--- src/rtl/alu_seq.sv ---
// Sequential ALU: single-cycle logic/arith ops plus a bit-serial shift-add
// multiplier that holds the result register until the product is ready.
module alu_seq #(
  parameter int WIDTH = 4
) (
  input  logic               clock,
  input  logic               resetn,
  input  logic               start,
  input  logic [2:0]         func,
  input  logic [WIDTH-1:0]   A,
  input  logic [WIDTH-1:0]   B,
  output logic [2*WIDTH-1:0] ALUOUT,
  output logic               zero,
  output logic               busy,
  output logic               done
);
  localparam int W2 = 2 * WIDTH;
  localparam int CW = $clog2(WIDTH);

  localparam logic [0:0] IDLE = 1'b0;
  localparam logic [0:0] MUL  = 1'b1;

  localparam logic [2:0] F_ADD = 3'b000;
  localparam logic [2:0] F_SUB = 3'b001;
  localparam logic [2:0] F_LOG = 3'b010;
  localparam logic [2:0] F_ANY = 3'b011;
  localparam logic [2:0] F_CAT = 3'b100;
  localparam logic [2:0] F_MUL = 3'b101;
  localparam logic [2:0] F_ACC = 3'b110;
  localparam logic [2:0] F_SHL = 3'b111;

  logic [0:0]       state;
  logic [CW-1:0]    cnt;
  logic [W2-1:0]    prod;
  logic [W2-1:0]    mcand;
  logic [WIDTH-1:0] mplier;
  logic             armed;

  logic [W2-1:0]    res;
  logic [WIDTH-1:0] diff;
  logic [W2-1:0]    prod_nxt;
  logic             accept;

  // The first edge after reset release only arms the block, so a start that
  // races the deassertion is never taken.
  assign accept   = start && (state == IDLE) && armed;
  assign diff     = A - B;
  assign prod_nxt = prod + (mplier[0] ? mcand : '0);

  always_comb begin
    res = '0;
    unique case (func)
      F_ADD: res = {{WIDTH{1'b0}}, A} + {{WIDTH{1'b0}}, B};
      F_SUB: res = {{WIDTH{diff[WIDTH-1]}}, diff};
      F_LOG: res = {A | B, A ^ B};
      F_ANY: res = {{(W2-1){1'b0}}, (|A) | (|B)};
      F_CAT: res = {A, B};
      F_ACC: res = ALUOUT + {{WIDTH{1'b0}}, B};
      F_SHL: begin
        if ({{(32-WIDTH){1'b0}}, A} >= 32'(W2)) res = '0;
        else                                    res = ALUOUT << A;
      end
      default: res = '0;
    endcase
  end

  always_ff @(posedge clock or negedge resetn) begin
    if (!resetn) begin
      state  <= IDLE;
      cnt    <= '0;
      prod   <= '0;
      mcand  <= '0;
      mplier <= '0;
      armed  <= 1'b0;
      ALUOUT <= '0;
      zero   <= 1'b1;
      busy   <= 1'b0;
      done   <= 1'b0;
    end else begin
      armed <= 1'b1;
      done  <= 1'b0;
      case (state)
        IDLE: begin
          if (accept) begin
            if (func == F_MUL) begin
              state  <= MUL;
              busy   <= 1'b1;
              cnt    <= '0;
              prod   <= '0;
              mcand  <= {{WIDTH{1'b0}}, A};
              mplier <= B;
            end else begin
              ALUOUT <= res;
              zero   <= (res == '0);
              done   <= 1'b1;
            end
          end
        end
        MUL: begin
          prod   <= prod_nxt;
          mcand  <= mcand << 1;
          mplier <= mplier >> 1;
          cnt    <= cnt + 1'b1;
          if (cnt == CW'(WIDTH - 1)) begin
            ALUOUT <= prod_nxt;
            zero   <= (prod_nxt == '0);
            done   <= 1'b1;
            busy   <= 1'b0;
            state  <= IDLE;
          end
        end
        default: state <= IDLE;
      endcase
    end
  end
endmodule

--- config.mk ---
export PLATFORM = sky130hd
export DESIGN_NAME = alu_seq
export DESIGN_NICKNAME = d
export VERILOG_FILES = /design/src/rtl/alu_seq.sv
export SDC_FILE = /design/constraint.sdc
export NUM_CORES = 1
export LEC_CHECK = 0
export ABC_CLOCK_PERIOD_IN_PS = 5000
export CAP_MARGIN = 20
export CELL_PAD_IN_SITES_DETAIL_PLACEMENT = 1
export CELL_PAD_IN_SITES_GLOBAL_PLACEMENT = 1
export CORE_UTILIZATION = 48
export DETAILED_ROUTE_END_ITERATION = 16
export HOLD_SLACK_MARGIN = 0.1
export PLACE_DENSITY = 0.86
export SLEW_MARGIN = 20
export SYNTH_ARGS = -nofsm -noshare
export SYNTH_HDL_FRONTEND = slang
export SYNTH_SLANG_ARGS = --single-unit
export TNS_END_PERCENT = 5
--- constraint.sdc ---
create_clock -name clock -period 5 [get_ports clock]
set_input_delay 1 -clock clock [delete_from_list [all_inputs] [get_ports clock]]
set_output_delay 1 -clock clock [all_outputs]
set_load 0.01 [all_outputs]
==> flow_summary.ini <==
[detailed_routing]
ant_nets = 0
via_count = 2850
wl_per_cell_um = 19.9
firstDrtPassIters = 5
vias_per_cell = 6.42
dr.first_iter.drc_count = 235
wl_mm = 8.85
drcViolationCount = 0

[worst_setup_path]
end_kind = flip-flop
crit_required_ns = 5.21
crit_fanout = 16
r2r_setup_slack_ns = 1.96
r2r_end = ALUOUT[6]
r2r-start = mplier[0]
reg2regPathDepth = 9
start_kind = primary input
worstSetupPathType = primary input to flip-flop
cp.arrival_ns = 4.02

[place]
finalWeightedCongestion = 0.867
dpl.hpwl_mm = 6.67
place_ws_ns = 0.955
io_buffers = 24

[grt]
grt_pass1_wl_mm = 14.7
grt-ovfl-total = 0
globalRouteTotalUtil_pct = 29.8
grt_pass1_vias = 2823
antenna_found_initial = 0
grt_max_degree = 36

[logic_synthesis]
synth_edf_count = 0
synth_warnings = 0
async_flop_share_pct = 100
post_synth_instance_area_um2 = 3030
synth_cells = 351
synth_ff_type = dfrtp_1
postSynthAreaPerCell_um2 = 8.63
ys_seq_elements = 35
synth_nets = 392
synth_seq_area_share_pct = 29.0
synth.distinct_cells = 64

[timing]
setup_viol = 0
relSlewSlack_pct = 39.8
min_period_over_period_pct = 76.3
worstMarginPinSlew_ns = 0.901
rsz0062_at_grt = false
setup_slack_ns = 1.19
max_freq_mhz = 262
fin_skew_ns = 0.00846
hold_violations = 0
drv_slew = 0
finalSetupTns_ns = 0
period_needed_ns = 3.81

[finish]
final_layout_size_suffix_gt1_share_pct = 7.86
num-nets-final = 409
most-common-layout-cells = nand2_1, dfrtp_1, clkdlybuf4s50_1
post-route-util_pct = 56.7
n_antenna_cell = 0
syn2layout_area_growth_pct = 12.3
mostFrequentLayoutCell = nand2_1

[die]
core_region_area_um2 = 5990
initial_core_util_pct = 50.5
die_area_um2 = 6630
fp.dieH_um = 81.4
io-pin-count = 25
die_x_um = 81.4
rows = 28

[clocking]
ctsHoldBuffers = 0
cts_setup_buffers = 0
cts_buffer_depth = 2
path_clk_slew_ns = 0.07
htreeDepth = 2
cts_tree = built
root_buffer = clkbuf_8
cts_buffers = 5
clock-sinks = 35
clk_latency_ns = 0.29
cts_resized = 0

[run]
cap_violations = 0

[min_path]
min_to = busy
hp-class = flip-flop to flip-flop
min_from = busy
hold_depth = 2

[power]
netSwitchingFraction_pct = 43.6
power.density_nw_per_um2 = 437
internal_power_uw = 837
power.switching_uw = 647
power.static_leakage_nw = 1.55
combPwrFrac_pct = 49.6
p_clk_share_pct = 13.4
peakVddDrop_mv = 0.235
pwr-share-seq_pct = 36.9

[status]
status = finished clean
==> routing by layer <==
layer	up-vias	GRT usage, %	part of all wire, %
li1	1314	-	-
met1	1422	41.7	45
met2	98	46.8	47
met3	16	6.78	6.1
met4	0	6.25	1.7
met5	-	0	0
==> flip-flops by register name, summed over array words and instances, names as in the netlist <==
| name | count |
|---|---|
| busy | 1 |
| state | 1 |
| mplier | 4 |
| cnt | 2 |
| zero | 1 |
| prod | 8 |
| done | 1 |
| mcand | 8 |
| ALUOUT | 8 |
| armed | 1 |
==> synth_stat cells (2+ instances only) <==
cell / instances / area, um2
nand2_1: 53 / 199
dfrtp_1: 34 / 851
ha_1: 23 / 288
o21ai_0: 23 / 115
inv_1: 16 / 60.1
a21oi_1: 15 / 75.1
nand3_1: 12 / 60.1
nor2_1: 11 / 41.3
clkbuf_1: 10 / 37.5
a21o_1: 9 / 67.6
buf_2: 9 / 45.0
nand4_1: 9 / 56.3
and2_1: 7 / 43.8
xnor2_1: 7 / 61.3
a22oi_1: 6 / 45.0
a31oi_1: 6 / 37.5
mux2_2: 6 / 67.6
mux2i_1: 6 / 60.1
a211oi_1: 5 / 37.5
nand2b_1: 5 / 31.3
nor2b_1: 5 / 31.3
o22ai_1: 5 / 31.3
fa_1: 4 / 80.1
mux4_2: 4 / 90.1
nor3b_1: 4 / 30.0
xor2_1: 4 / 35.0
a2111oi_0: 3 / 26.3
and3b_1: 3 / 26.3
o2111ai_1: 3 / 26.3
o31ai_1: 3 / 22.5
or4_1: 3 / 22.5
a211o_1: 2 / 17.5
a2bb2oi_1: 2 / 17.5
nor3_1: 2 / 10.0
nor4b_1: 2 / 17.5
o211ai_1: 2 / 15.0
==> critical path, cell delays in order <==
cell,delay (ns)
clkdlybuf4s50_1,0.86
ha_1,0.30
fa_1,0.42
mux4_2,0.46
nand2_1,0.10
nand4_1,0.10
a2111oi_0,0.41
nand4_1,0.15
o211ai_1,0.20
==> stage by stage <==
step	std cells	power (mW)	area [um2]	hold slack [ns]
after floorplan	351	1.00	3030	0.447
after global placement	436	1.24	3320	0.462
after detailed placement	436	1.28	3320	0.468
after CTS	444	1.49	3400	0.490
after global routing	444	1.60	3400	0.510
final	444	1.48	3400	0.490
==> power groups by stage <==
stage	sequential (mW)	clock, mW	combinational [mW]
after global placement	0.547	0	0.693
final	0.548	0.199	0.737
after detailed placement	0.555	0	0.724
after CTS	0.549	0.204	0.735
after global routing	0.569	0.216	0.816
after floorplan	0.502	0	0.502
==> cell families after synthesis <==
logic type | count (synthesis) | synth area share, %
buffers and inverters | 37 | 5.04
adders and majority gates | 27 | 12.1
xor gates and xnor gates | 11 | 3.18
AOI/OAI and AO/OA | 97 | 21.5
other | 1 | 0.124
and+or+nand+nor | 127 | 21.8
DFF | 35 | 29.0
muxes | 16 | 7.19
==> worst max path at each step <==
stage          start        end  cells after the start
2_1_floorplan   A[2]  ALUOUT[7]                     10
3_3_place_gp    A[0]       zero                      9
3_5_place_dp    A[0]       zero                      9
4_1_cts         A[0]       zero                      9
5_1_grt         A[0]       zero                      9
6_report        A[0]       zero                      9
==> area by class of cell <==
cell class / instances / area [um2]
fillers: 716 / 2590
inverters: 17 / 65.1
clock buffers: 8 / 80.1
well taps: 75 / 93.8
repair buffers: 30 / 285
multi-input cells: 279 / 2000
flip-flops and latches: 35 / 877
Note: power is estimated with default switching activity, not from simulation.
